[config.mk]
export PLATFORM = sky130hd
export DESIGN_NAME = program_loader
export DESIGN_NICKNAME = d
export VERILOG_FILES = /design/src/rtl/program_loader.sv
export SDC_FILE = /design/constraint.sdc
export NUM_CORES = 1
export LEC_CHECK = 0
export ABC_CLOCK_PERIOD_IN_PS = 4400
export CAP_MARGIN = 20
export CORE_MARGIN = 5
export CORE_UTILIZATION = 48
export CTS_CLUSTER_DIAMETER = 150
export DETAILED_ROUTE_END_ITERATION = 6
export GPL_ROUTABILITY_DRIVEN = 0
export PLACE_DENSITY_LB_ADDON = 0.08
export SETUP_SLACK_MARGIN = 0.3
export SYNTH_ARGS = -nofsm -noshare
export SYNTH_HDL_FRONTEND = slang
export SYNTH_SLANG_ARGS = --single-unit
[constraint.sdc]
create_clock -name clk -period 4.4 [get_ports clk]
set_clock_uncertainty 0.15 [all_clocks]
set_input_delay 0.44 -clock clk [delete_from_list [all_inputs] [get_ports clk]]
set_output_delay 0.44 -clock clk [all_outputs]
set_load 0.005 [all_outputs]
[src/rtl/program_loader.sv]
// UART boot loader: receives a framed, XOR-checked program over rx and writes it
// word by word into the CPU instruction memory while holding the CPU.
module program_loader #(
  parameter int unsigned CLKS_PER_BIT = 434,
  parameter int unsigned MAX_WORDS    = 256,
  parameter int unsigned GAP_BITS     = 16
) (
  input  logic        clk,
  input  logic        rstN,
  input  logic        rx,
  output logic        memWriteEn,
  output logic [15:0] memWriteAddr,
  output logic [15:0] memWriteData,
  output logic        cpuHold,
  output logic        done,
  output logic        error,
  output logic [15:0] wordCount
);

  localparam logic [15:0] BitLast  = 16'(CLKS_PER_BIT - 1);
  localparam logic [15:0] HalfLast = 16'(CLKS_PER_BIT / 2 - 1);
  localparam logic [15:0] MaxWords = 16'(MAX_WORDS);
  localparam logic [31:0] GapLimit = 32'(GAP_BITS * CLKS_PER_BIT);
  localparam logic [7:0]  SyncByte = 8'hA5;

  typedef enum logic [1:0] {RxIdle, RxStart, RxData, RxStop} rx_state_e;
  typedef enum logic [2:0] {
    StIdle, StLenHi, StLenLo, StDataHi, StDataLo, StCheck, StError
  } ld_state_e;

  logic        rx_meta_q, rx_sync_q, rx_prev_q;
  rx_state_e   rx_state_q;
  logic [15:0] rx_cnt_q;
  logic [2:0]  bit_idx_q;
  logic [7:0]  rx_shift_q;
  logic        byte_valid_q, frame_err_q;

  ld_state_e   ld_state_q;
  logic [15:0] len_q, count_q;
  logic [7:0]  hi_q, chk_q;
  logic [31:0] gap_q;
  logic        wr_en_q, hold_q, done_q, error_q;
  logic [15:0] wr_addr_q, wr_data_q;

  logic [15:0] new_len, count_next;
  logic        active;

  assign new_len    = {len_q[15:8], rx_shift_q};
  assign count_next = count_q + 16'd1;
  assign active     = (ld_state_q != StIdle) && (ld_state_q != StError);

  always_ff @(posedge clk or negedge rstN) begin
    if (!rstN) begin
      rx_meta_q <= 1'b1;
      rx_sync_q <= 1'b1;
      rx_prev_q <= 1'b1;
    end else begin
      rx_meta_q <= rx;
      rx_sync_q <= rx_meta_q;
      rx_prev_q <= rx_sync_q;
    end
  end

  // 8N1 receiver; all sampling points are timed from the start-bit midpoint.
  always_ff @(posedge clk or negedge rstN) begin
    if (!rstN) begin
      rx_state_q   <= RxIdle;
      rx_cnt_q     <= '0;
      bit_idx_q    <= '0;
      rx_shift_q   <= '0;
      byte_valid_q <= 1'b0;
      frame_err_q  <= 1'b0;
    end else begin
      byte_valid_q <= 1'b0;
      frame_err_q  <= 1'b0;
      unique case (rx_state_q)
        RxIdle: begin
          if (rx_prev_q && !rx_sync_q) begin
            rx_state_q <= RxStart;
            rx_cnt_q   <= '0;
          end
        end
        RxStart: begin
          if (rx_cnt_q == HalfLast) begin
            rx_cnt_q   <= '0;
            bit_idx_q  <= '0;
            rx_state_q <= rx_sync_q ? RxIdle : RxData;
          end else begin
            rx_cnt_q <= rx_cnt_q + 16'd1;
          end
        end
        RxData: begin
          if (rx_cnt_q == BitLast) begin
            rx_cnt_q   <= '0;
            rx_shift_q <= {rx_sync_q, rx_shift_q[7:1]};
            bit_idx_q  <= bit_idx_q + 3'd1;
            if (bit_idx_q == 3'd7) rx_state_q <= RxStop;
          end else begin
            rx_cnt_q <= rx_cnt_q + 16'd1;
          end
        end
        RxStop: begin
          if (rx_cnt_q == BitLast) begin
            rx_cnt_q   <= '0;
            rx_state_q <= RxIdle;
            if (rx_sync_q) byte_valid_q <= 1'b1;
            else           frame_err_q  <= 1'b1;
          end else begin
            rx_cnt_q <= rx_cnt_q + 16'd1;
          end
        end
        default: rx_state_q <= RxIdle;
      endcase
    end
  end

  always_ff @(posedge clk or negedge rstN) begin
    if (!rstN) begin
      ld_state_q <= StIdle;
      len_q      <= '0;
      count_q    <= '0;
      hi_q       <= '0;
      chk_q      <= '0;
      gap_q      <= '0;
      wr_en_q    <= 1'b0;
      wr_addr_q  <= '0;
      wr_data_q  <= '0;
      hold_q     <= 1'b0;
      done_q     <= 1'b0;
      error_q    <= 1'b0;
    end else begin
      wr_en_q <= 1'b0;
      done_q  <= 1'b0;
      if (!active || byte_valid_q) gap_q <= '0;
      else                         gap_q <= gap_q + 32'd1;

      if (byte_valid_q) begin
        unique case (ld_state_q)
          StIdle, StError: begin
            // 0xA5 only resynchronises here; mid-frame it is ordinary data.
            if (rx_shift_q == SyncByte) begin
              ld_state_q <= StLenHi;
              hold_q     <= 1'b1;
              error_q    <= 1'b0;
              count_q    <= '0;
              chk_q      <= '0;
            end
          end
          StLenHi: begin
            len_q[15:8] <= rx_shift_q;
            ld_state_q  <= StLenLo;
          end
          StLenLo: begin
            len_q[7:0] <= rx_shift_q;
            if (new_len == 16'd0 || new_len > MaxWords) begin
              ld_state_q <= StError;
              error_q    <= 1'b1;
            end else begin
              ld_state_q <= StDataHi;
            end
          end
          StDataHi: begin
            hi_q       <= rx_shift_q;
            chk_q      <= chk_q ^ rx_shift_q;
            ld_state_q <= StDataLo;
          end
          StDataLo: begin
            wr_en_q    <= 1'b1;
            wr_addr_q  <= count_q;
            wr_data_q  <= {hi_q, rx_shift_q};
            count_q    <= count_next;
            chk_q      <= chk_q ^ rx_shift_q;
            ld_state_q <= (count_next == len_q) ? StCheck : StDataHi;
          end
          StCheck: begin
            if (rx_shift_q == chk_q) begin
              done_q     <= 1'b1;
              hold_q     <= 1'b0;
              ld_state_q <= StIdle;
            end else begin
              error_q    <= 1'b1;
              ld_state_q <= StError;
            end
          end
          default: ld_state_q <= StIdle;
        endcase
      end else if (active && (frame_err_q || gap_q > GapLimit)) begin
        error_q    <= 1'b1;
        ld_state_q <= StError;
      end
    end
  end

  assign memWriteEn   = wr_en_q;
  assign memWriteAddr = wr_addr_q;
  assign memWriteData = wr_data_q;
  assign cpuHold      = hold_q;
  assign done         = done_q;
  assign error        = error_q;
  assign wordCount    = count_q;

endmodule

======== After elaboration in Yosys (flattened, before gate mapping) ========
Cells that the tools add are included.
cells by class
  $add $sub $neg .......................... 4
  order comparisons ....................... 2
  eq/ne operators ......................... 27
  mux-type cells .......................... 46
  bitwise logic cells ..................... 1
  reductions and logical operators ........ 32
operators with widths
  cell                   count
  $mux 16                4
  $pmux 16 s3            1
  $add 16x1->16 const B  2
  $add 32x1->32 const B  1
  $gt 32x13->1 const B   1
  $mux 32                1
  $pmux 16 s2            1
  $mux 3                 8
  $mux 1                 18
  $pmux 3 s6             1
  $eq 16x16->1           1
  $eq 16x8->1 const B    1
  $eq 16x9->1 const B    1
  $gt 16x9->1 const B    1
  $logic_not 16->1       1
  $pmux 8 s2             1
  $ne 2x2->1 const B     7
  $eq 3x3->1 const B     4
  $mux 2                 6
  $ne 3x3->1 const B     4
  $reduce_and 2->1       6
  $reduce_and 5->1       2
  $reduce_bool 2->1      5
  $reduce_and 3->1       3
  22 further kinds       31
word-level totals
  register bits after elaboration ......... 153
  output and inout port bits .............. 52

======== Longest topological paths before layout ========
Gate-level depths: netlist of run 1.
  depth in word-level cells ............... 5
  mapped depth ............................ 10
  depth with buffers taken out ............ 8

======== Worst setup path before layout of run 1 ========
No wires, ideal clock.
  kind .................................... register to register
  from .................................... register count_q[0], in the netlist wordCount[0]
  to ...................................... register ld_state_q[2]
  arrival ................................. 1.967 ns
  data required time ...................... 4.130 ns
  path slack .............................. 2.163 ns
  cell stages (with the launch flop) ...... 9
  buffers on the path ..................... 1
  period minus slack after synthesis ...... 2.237 ns
  cells stage by stage .................... dfrtp_1 > ha_1 > clkbuf_1 > nand3_1 > nor3_1 > xnor2_1 > and4_1 > and4_1 > a31o_2
on the way
  cells in the longest elaborated chain, start to end .. 5
RTL lines
  what                    RTL line  source
  start, declared         39        logic [15:0] len_q, count_q;
  start signal, assigned  171       count_q <= count_next;
  $add 16x1->16           49        assign count_next = count_q + 16'd1;
  $eq 16x16->1            173       ld_state_q <= (count_next == len_q) ? StCheck : StDataHi;
  $mux 3                  173
  $pmux 3 s6              138       unique case (ld_state_q)
  $mux 3                  137       if (byte_valid_q) begin
  end signal, assigned    142       ld_state_q <= StLenHi;
  end signal, assigned    173
  end signal, assigned    179       ld_state_q <= StIdle;
  end, declared           38        ld_state_e ld_state_q;
Every way passes these cells.
A chain may end at the register's enable or synchronous reset.

======== Worst setup path after layout of run 1 ========
  from .................................... register ld_state_q[0]
  to ...................................... register chk_q[0]
on the way
  cells in the longest elaborated chain, start to end .. 4
  elaborated cells on any way between the ends .. 10
  classes of those cells .................. eq/ne: 4; mux: 1; reduce/logical: 5
RTL lines
  what                                                       RTL line  source
  start signal, assigned                                     119       ld_state_q <= StIdle;
  start signal, assigned                                     142
  start signal, assigned                                     151       ld_state_q <= StLenLo;
  $eq 3x3->1 (tied with other cells)                         138
  $reduce_or 2->1, on equally long branches                  -
  $ne 2x2->1 (no line) or $reduce_bool 2->1 (tied branches)  -
  $reduce_and 3->1 (no line)                                 -
  end signal, assigned                                       164       chk_q <= chk_q ^ rx_shift_q;
  end signal, assigned                                       172       chk_q <= chk_q ^ rx_shift_q;
  end, declared                                              40        logic [7:0] hi_q, chk_q;
Parallel ways exist; a longest one is shown, timed or not.

==> results.sh, run 1 <==
export IMPL_outcome="finished, final reports clean"
export IMPL_synth_cell_type_count=57
export IMPL_syn_area_per_cell_um2=9.46
export IMPL_drc=0
export IMPL_synth_area_leaders="dfrtp_1 (50%), nand2_1 (6.5%), mux2_2 (5.2%), nor2_1 (4.4%), xnor2_1 (4.2%)"
export IMPL_grt_usage_pct=18.9
export IMPL_firstDrtPassIters=4
export IMPL_netlist_area_um2=7540
export IMPL_tightest_slew_ns=0.884
export IMPL_hpwlAfterDp_mm=10.9
export IMPL_cts_buffers=17
export IMPL_timing_rr_start="ld_state_q[0]"
export IMPL_synth_main_ff_cell="dfrtp_1"
export IMPL_die_y_um=135
export IMPL_worstHoldPathType="reg -> reg"
export IMPL_async_reset_ff_share_pct=100
export IMPL_rsz0062_at_grt="no"
export IMPL_worst_hold_slack_ns=0.206
export IMPL_max_freq_ghz=0.375
export IMPL_grt_pass1_wl_mm=28.1
export IMPL_r2r_end="chk_q[0]"
export IMPL_placed_area_um2=8210
export IMPL_wl_per_cell_um=15.5
export IMPL_layout_setup_ws_ns=1.74
export IMPL_relSlewSlack_pct=41.1
export IMPL_fin_tns_setup_ns=0
export IMPL_clk_latency_ns=0.43
export IMPL_synth_top_family_by_area="simple AND/OR/NAND/NOR gates"
export IMPL_dieArea_um2=18300
export IMPL_cts_sinks=153
export IMPL_power_per_cell_area_nw_per_um2=350
export IMPL_synth_top_area_cell="dfrtp_1"
export IMPL_post_drt_via_cell_ratio=5.47
export IMPL_antenna_found_initial=0
export IMPL_synthCells=797
export IMPL_dr_first_iter_drc_count=265
export IMPL_finalMaxSlewViolations=0
export IMPL_synth_common_cells="dfrtp_1 (150), nand2_1 (131), nor2_1 (88)"
export IMPL_crit_path_start_kind="flip-flop"
export IMPL_route_vias_total=5780
export IMPL_yosysSeqAreaShare_pct=50.8
export IMPL_nets=843
export IMPL_critPathKind="reg -> reg"
export IMPL_grt_max_degree=94
export IMPL_cts_resized=0
export IMPL_start_util_pct=49.3
export IMPL_overflow=0
export IMPL_syn_num_nets=808
export IMPL_rows=45
export IMPL_drive_gt1_share_pct=9.70
export IMPL_ys_warn_count=0
export IMPL_top_level_ports=55
export IMPL_synth_top_cell_area_share_pct=49.8
export IMPL_synthMuxAreaShare_pct=5.36
export IMPL_fin_area_um2=8780
export IMPL_pre_cts_ws_ns=1.77
export IMPL_period_needed_ns=2.66
export IMPL_cts_root_buffer="clkbuf_16"
export IMPL_min_from="rx_meta_q"
export IMPL_antennaDiodeCount=0
export IMPL_met2WireLength_mm=7.62
export IMPL_worstHoldPathCells=0
export IMPL_final_setup_viol_count=0
export IMPL_synth_most_common_cell="dfrtp_1"
export IMPL_rrSetupSlack_ns=1.74
export IMPL_ys_seq_elements=153
export IMPL_wl_met3_um=599
export IMPL_synthXorXnorAreaFrac_pct=7.66
export IMPL_wl_met1_mm=7.86
export IMPL_synth_edf_count=0
export IMPL_clkTransAtPathRegs_ns=0.06
export IMPL_ant_nets=0
export IMPL_p_leak_nw=3.93
export IMPL_clock_path_buffers=2
export IMPL_worstPathMaxFanout=56
export IMPL_min_period_over_period_pct=60.5
export IMPL_critPathCaptureType="flip-flop"
export IMPL_port_buffers=54
export IMPL_synthAdderAreaFrac_pct=1.46
export IMPL_irDropWorstVdd_mv=0.302
export IMPL_drv_cap=0
export IMPL_htree_levels=4
export IMPL_synth_compound_area_share_pct=8.61
export IMPL_fillers=1379
export IMPL_synth_simple_gate_area_share_pct=23.0
export IMPL_crit_required_ns=4.54
export IMPL_r2r_cells=6
export IMPL_coreArea_um2=15300
export IMPL_area_growth_syn_to_layout_pct=16.4
export IMPL_min_to="rx_sync_q"
export IMPL_wl_mm=16.3
export IMPL_routed_top_layer="met4"
export IMPL_cts_tree="done"
export IMPL_grt_pass1_vias=5770
export IMPL_worstPathArrival_ns=2.80
export IMPL_die_w_um=135
export IMPL_hold_violations=0
layout by cell type (no fill, tap or decap), drive strengths merged, types with 4 or more instances in the layout:
cell type,instances
and2,6
and4,5
and3,15
nor2b,5
a21oi,23
clkdlybuf4s50,53
buf,6
nand2,131
nand4,19
xnor2,36
ha,8
o21ai,34
a31oi,15
nor2,88
o41ai,5
nor4,13
o31ai,7
mux2,35
nor3,22
clkbuf,21
dfrtp,150
inv,20
or3,4
nand2b,19
clkinvlp,4
xor2,30
nand3,28
per-layer routing:
layer | GRT usage, % | up-vias
li1 | - | 2813
met1 | 25.6 | 2840
met2 | 29.8 | 104
met3 | 4.57 | 23
met4 | 6.38 | 0
met5 | 0 | -
repair_timing:
item / 4_1_cts / 5_1_grt
hold buffers: 1 / 0
hold endpoints to repair: 17 / 0
buffers inserted: 0 / 0
final cells by class:
class / instances / area (um2) / area share [%]
Tap cell: 211 / 264 / 3.01
Timing Repair Buffer: 61 / 592 / 6.74
Clock inverter: 12 / 114 / 1.30
Inverter: 16 / 60.1 / 0.684
Multi-Input combinational cell: 583 / 3470 / 39.5
Sequential cell: 153 / 3830 / 43.6
Clock buffer: 20 / 447 / 5.09
kinds of logic after synthesis:
family | after synthesis
and+or+nand+nor | 367
DFF | 153
AOI/OAI and AO/OA | 105
xor gates and xnor gates | 66
buffers and inverters | 61
muxes | 36
adders and majority gates | 9
worst max-delay path, cell delays in order, from the launching register on:
cell and delay [ns]:
dfrtp_1 0.61, nand2b_1 0.25, or2_2 0.15, buf_4 0.47, nand2_1 0.48, a21oi_1 0.27
a31oi_1 0.08
registers in the layout, summed over array words and instances, names as in the netlist, 3 cells and up, named ones only:
signal        cells
bit_idx_q         3
chk_q             8
gap_q            32
hi_q              8
ld_state_q        3
len_q            16
memWriteAddr     16
memWriteData     16
rx_cnt_q         16
rx_shift_q        8
wordCount        16
where the power goes:
| group | internal, W | switching (W) |
|---|---|---|
| Sequential | 0.00144 | 0.0000374 |
| Combinational | 0.0000647 | 0.000137 |
| Clock | 0.000798 | 0.000598 |
| Total | 0.00230 | 0.000772 |
per-stage QoR:
step                power [W]  cells  utilization (%)
floorplan             0.00163    797                -
global placement      0.00169   1021             53.6
detailed placement    0.00170   1022             53.6
CTS                   0.00310   1055             57.3
global route          0.00320   1056             57.3
finish                0.00307   1056             57.3
worst max path at each step:
stage             startpoint             to  slack (ns)  cells past startpoint
2_1_floorplan   wordCount[0]  ld_state_q[2]        2.16                      8
3_3_place_gp     rx_cnt_q[1]  rx_shift_q[1]        1.69                      6
3_5_place_dp   ld_state_q[0]       chk_q[0]        1.77                      6
4_1_cts        ld_state_q[0]       chk_q[0]        1.77                      6
5_1_grt        rx_shift_q[4]   wordCount[9]        1.53                      6
6_report       ld_state_q[0]       chk_q[0]        1.74                      6
(Power assumes the default switching activity.)
==> inputs of run 2 (changes only) <==
- ABC_CLOCK_PERIOD_IN_PS: 4400 -> 2100
- clock period: 4.4 -> 2.1 ns (I/O delays scaled with it)
==> run 2 against run 1 <==
  * The run now ends with setup timing left
  * Critical path depth is 2 higher
  * Worst hold slack worse by 0.18 ns
  * Die area stayed put
  * Largest power group unchanged
  * Sequential power is 110% higher
  * Via count is 13% higher
  * Sequential share of layout area is 7.8 points lower
  * Non-clock buffer count is 134 higher
  * Largest cell class is now multi-input combinational cells
==> results.sh, run 2 (synthesized netlist as in run 1, its figures left out) <==
export IMPL_die_w_um=135
export IMPL_r2r_cells=8
export IMPL_grt_pass1_wl_mm=32.5
export IMPL_hpwlAfterDp_mm=12.4
export IMPL_firstDrtPassIters=4
export IMPL_outcome="complete, but fails checks"
export IMPL_drv_cap=0
export IMPL_crit_family="simple AND/OR/NAND/NOR gates"
export IMPL_clk_latency_ns=0.43
export IMPL_fin_area_um2=10700
export IMPL_post_drt_via_cell_ratio=5.49
export IMPL_final_common_cell="dfrtp_1"
export IMPL_timing_rr_start="wordCount[6]"
export IMPL_overflow=0
export IMPL_wl_mm=20.3
export IMPL_drive_gt1_share_pct=34.5
export IMPL_grt_pass1_vias=6511
export IMPL_layout_common_cells="dfrtp_1 (137), nand2_1 (128), buf_4 (106)"
export IMPL_dr_first_iter_drc_count=327
export IMPL_antennaDiodeCount=0
export IMPL_wl_per_cell_um=17.1
export IMPL_layout_setup_ws_ns=-0.0258
export IMPL_worstPathArrival_ns=2.29
export IMPL_multiInputGateArea_um2=4170
export IMPL_top_register="gap_q"
export IMPL_coreArea_um2=15300
export IMPL_relSlewSlack_pct=62.1
export IMPL_htree_levels=4
export IMPL_worstHoldPathType="in -> reg"
export IMPL_worstPathMaxFanout=3
export IMPL_final_util_pct=70.2
export IMPL_fillers=1128
export IMPL_area_growth_syn_to_layout_pct=42.5
export IMPL_critPathBufInv=2
export IMPL_antenna_found_initial=0
export IMPL_clock_path_buffers=2
export IMPL_start_util_pct=49.3
export IMPL_grt_usage_pct=21.9
export IMPL_slowest_delay_ns=0.37
export IMPL_cts_buffers=17
export IMPL_placed_area_um2=8980
export IMPL_rrSetupSlack_ns=-0.03
export IMPL_rsz0062_at_grt="yes"
export IMPL_final_setup_viol_count=2
export IMPL_power_per_cell_area_nw_per_um2=694
export IMPL_grt_max_degree=57
export IMPL_r2r_end="ld_state_q[2]"
export IMPL_port_buffers=54
export IMPL_finalMaxSlewViolations=0
export IMPL_die_y_um=135
export IMPL_max_freq_ghz=0.470
export IMPL_worstSetupEndpoint="ld_state_q[2]"
export IMPL_cts_sinks=153
export IMPL_largest_reg_flops=32
export IMPL_drc=0
export IMPL_crit_chain="nand4_1, buf_4, nor4_4, buf_4, xnor2_1, nor3_2, and4_1, a31o_2"
export IMPL_critPathCaptureType="flip-flop"
export IMPL_min_period_over_period_pct=101
export IMPL_cp_startpoint="wordCount[6]"
export IMPL_rows=45
export IMPL_crit_cells=8
export IMPL_route_vias_total=6538
export IMPL_dp_cells=1095
export IMPL_worst_path_most_repeated_cell="buf_4"
export IMPL_clkTransAtPathRegs_ns=0.07
export IMPL_dieArea_um2=18300
export IMPL_nets=978
export IMPL_seqCellArea_um2=3850
export IMPL_irDropWorstVdd_mv=0.679
export IMPL_violations="setup timing"
export IMPL_crit_path_start_kind="flip-flop"
export IMPL_critPathKind="reg -> reg"
export IMPL_worst_hold_slack_ns=0.0273
export IMPL_cts_root_buffer="clkbuf_16"
export IMPL_crit_required_ns=2.27
export IMPL_top_level_ports=55
export IMPL_p_leak_nw=4.98
export IMPL_cts_tree="done"
export IMPL_hold_violations=0
export IMPL_period_needed_ns=2.13
export IMPL_cpMaxStageDelayCell="dfrtp_1"
export IMPL_tightest_slew_ns=0.568
export IMPL_final_cells=1191
export IMPL_ant_nets=0
-- run 2: area by class of cell --
type                            instances  share of cell area, %
Inverter                               16                  0.582
Multi-Input combinational cell        584                   38.8
Clock buffer                           17                   3.96
Tap cell                              211                   2.46
Timing Repair Buffer                  195                   16.8
Sequential cell                       153                   35.8
Clock inverter                         15                   1.59
-- run 2: stage by stage --
stage / power [W] / worst slack [ns] / TNS [ns]
after detailed placement: 0.00367 / -0.124 / -0.199
after global routing: 0.00774 / -0.104 / -0.508
final: 0.00746 / -0.0258 / -0.0336
after CTS: 0.00719 / 0.00435 / 0
after global placement: 0.00364 / -0.0260 / -0.0648
after floorplan: 0.00351 / -0.0135 / -0.0135
-- run 2: worst min path at each step --
stage | from | endpoint | cells after the start
2_1_floorplan | rstN | async pin | 0
3_3_place_gp | rstN | memWriteAddr[7] | 1
3_5_place_dp | rstN | memWriteAddr[7] | 1
4_1_cts | rx | rx_meta_q | 1
5_1_grt | rx | rx_meta_q | 1
6_report | rx | rx_meta_q | 1
-- run 2: worst reg2reg max path, cell delays in order, from the launching register on --
cell,delay [ns]
dfrtp_1,0.37
nand4_1,0.24
buf_4,0.23
nor4_4,0.27
buf_4,0.17
xnor2_1,0.12
nor3_2,0.07
and4_1,0.18
a31o_2,0.23
-- run 2: report_power, final --
part | switching (W) | total, W | internal [W]
clock network | 0.00139 | 0.00310 | 0.00171
registers | 0.000110 | 0.00313 | 0.00302
logic | 0.000621 | 0.00124 | 0.000615
-- run 2: per-layer routing --
metal | global-route usage [%] | routed length [um] | share of wire, % | vias up
met5 | 0 | 0 | 0 | -
met4 | 7.28 | 397 | 2.0 | 0
met3 | 4.53 | 789 | 3.9 | 40
met2 | 35.3 | 9940 | 49 | 155
met1 | 29.8 | 9200 | 45 | 3253
li1 | - | - | - | 3090
-- run 2: timing repair --
action	4_1_cts	5_1_grt
cloned	4	1
pin swaps	41	27
resized for setup	94	83
endpoints found under the setup margin	95	91
endpoints found under the hold margin	51	0
hold buffers	1	0
setup buffers	43	15
==> inputs of run 3 (changes only) <==
- ABC_CLOCK_PERIOD_IN_PS: 2100 -> 2600
- CORE_MARGIN: 5 -> unset
- clock period: 2.1 -> 2.6 ns (I/O delays scaled with it)
==> run 3 against run 2 <==
  * The flow now finishes without violations
  * Die area fell by 11%
  * Design area shrank 14%
  * Sequential cell count unchanged
  * First-iteration DRC count up 11%
  * Power shrank 27%
  * Clock power decreased by 16%
==> results.sh, run 3 (synthesized netlist as in run 1, its figures left out) <==
export IMPL_fin_tns_setup_ns=0
export IMPL_cts_root_buffer="clkbuf_16"
export IMPL_dr_first_iter_drc_count=363
export IMPL_coreArea_um2=15300
export IMPL_max_freq_ghz=0.448
export IMPL_seqCellArea_um2=3840
export IMPL_final_setup_viol_count=0
export IMPL_relSlewSlack_pct=59.4
export IMPL_finalMaxSlewViolations=0
export IMPL_start_util_pct=49.4
export IMPL_worstPathMaxFanout=4
export IMPL_worstHoldPathType="in -> reg"
export IMPL_grt_pass1_vias=5772
export IMPL_multiInputGateArea_um2=3570
export IMPL_top_register="gap_q"
export IMPL_clkTransAtPathRegs_ns=0.06
export IMPL_ant_nets=0
export IMPL_cts_sinks=153
export IMPL_top_level_ports=55
export IMPL_drv_cap=0
export IMPL_drive_gt1_share_pct=16.3
export IMPL_antennaDiodeCount=0
export IMPL_rows=45
export IMPL_critPathKind="reg -> reg"
export IMPL_grt_usage_pct=22.8
export IMPL_power_per_cell_area_nw_per_um2=591
export IMPL_overflow=0
export IMPL_firstDrtPassIters=5
export IMPL_wl_per_cell_um=15.7
export IMPL_wl_mm=17.0
export IMPL_route_vias_total=5939
export IMPL_min_period_over_period_pct=85.8
export IMPL_grt_pass1_wl_mm=29.0
export IMPL_layout_setup_ws_ns=0.369
export IMPL_antenna_found_initial=0
export IMPL_cts_buffers=17
export IMPL_worstHoldPathCells=1
export IMPL_die_y_um=127
export IMPL_cts_tree="done"
export IMPL_area_growth_syn_to_layout_pct=22.6
export IMPL_layout_common_cells="dfrtp_1 (141), nand2_1 (130), nor2_1 (86)"
export IMPL_hpwlAfterDp_mm=11.5
export IMPL_fillers=1301
export IMPL_die_w_um=127
export IMPL_post_drt_via_cell_ratio=5.46
export IMPL_final_util_pct=60.6
export IMPL_rsz0062_at_grt="yes"
export IMPL_clock_path_buffers=2
export IMPL_crit_path_start_kind="flip-flop"
export IMPL_pre_cts_ws_ns=0.121
export IMPL_largest_reg_flops=32
export IMPL_irDropWorstVdd_mv=0.572
export IMPL_htree_levels=4
export IMPL_grt_max_degree=89
export IMPL_nets=875
export IMPL_period_needed_ns=2.23
export IMPL_r2r_cells=9
export IMPL_drc=0
export IMPL_p_leak_nw=4.18
export IMPL_crit_required_ns=2.76
export IMPL_total_power_w=0.00547
export IMPL_tightest_slew_ns=0.608
export IMPL_port_buffers=54
export IMPL_clk_latency_ns=0.42
export IMPL_dieArea_um2=16200
export IMPL_outcome="finished, final reports clean"
export IMPL_worstPathArrival_ns=2.39
export IMPL_hold_violations=0
export IMPL_final_common_cell="dfrtp_1"
export IMPL_critPathCaptureType="flip-flop"
run 3: worst paths after layout:
| path | from | endpoint | slack [ns] |
|---|---|---|---|
| hold reg to reg | rx_meta_q | rx_sync_q | 0.21 |
| setup / recovery | gap_q[0] | error | 0.37 |
| max in group asynchronous | rstN | rx_shift_q[2] | 1.61 |
| min in group asynchronous | rstN | memWriteAddr[11] | 0.24 |
| hold / removal | rx | rx_meta_q | 0.08 |
| setup reg to reg | gap_q[0] | error | 0.37 |
run 3: layout make-up:
class	instances	share of cell area [%]
flip-flops and latches	153	41.6
multi-input cells	583	38.6
repair buffers	93	9.59
clock buffers	18	4.75
well taps	211	2.85
clock inverters	14	2.02
inverters	16	0.649
run 3: repair_timing:
action                                  CTS  global route
endpoints found under the setup margin   31            42
setup buffers                             2             6
pin swaps                                 2             2
hold buffers                              1             0
hold endpoints to repair                151             0
gates resized for setup                  10            22
cloned                                    0             0
run 3: per-layer routing:
metal / up-vias / global-route usage (%) / routed length [um]
li1: 2871 / - / -
met1: 2897 / 31.2 / 8110
met2: 147 / 36.1 / 7970
met3: 24 / 5.19 / 738
met4: 0 / 7.21 / 237
met5: - / 0 / 0
run 3: per-stage QoR:
step                      hold slack (ns)  instance area, um2  cells
final                              0.0850                9250   1088
after global placement              0.126                8450   1047
after detailed placement            0.131                8450   1047
after CTS                          0.0714                9130   1082
after floorplan                    -0.186                7540    797
after global routing               0.0812                9250   1088
run 3: report_power, final:
part	total, W	internal (W)	switching, W
combinational	0.000371	0.000128	0.000244
sequential	0.00249	0.00243	0.0000599
clock	0.00260	0.00156	0.00104
run 3: worst max-delay path, stage by stage, from the launching register on:
cell and delay [ns]:
dfrtp_1 0.40, inv_1 0.06, ha_1 0.19, nor4b_2 0.17
a211oi_2 0.20, nor3_1 0.09, o21ai_0 0.14, buf_4 0.15
a21boi_0 0.20, mux2_2 0.35
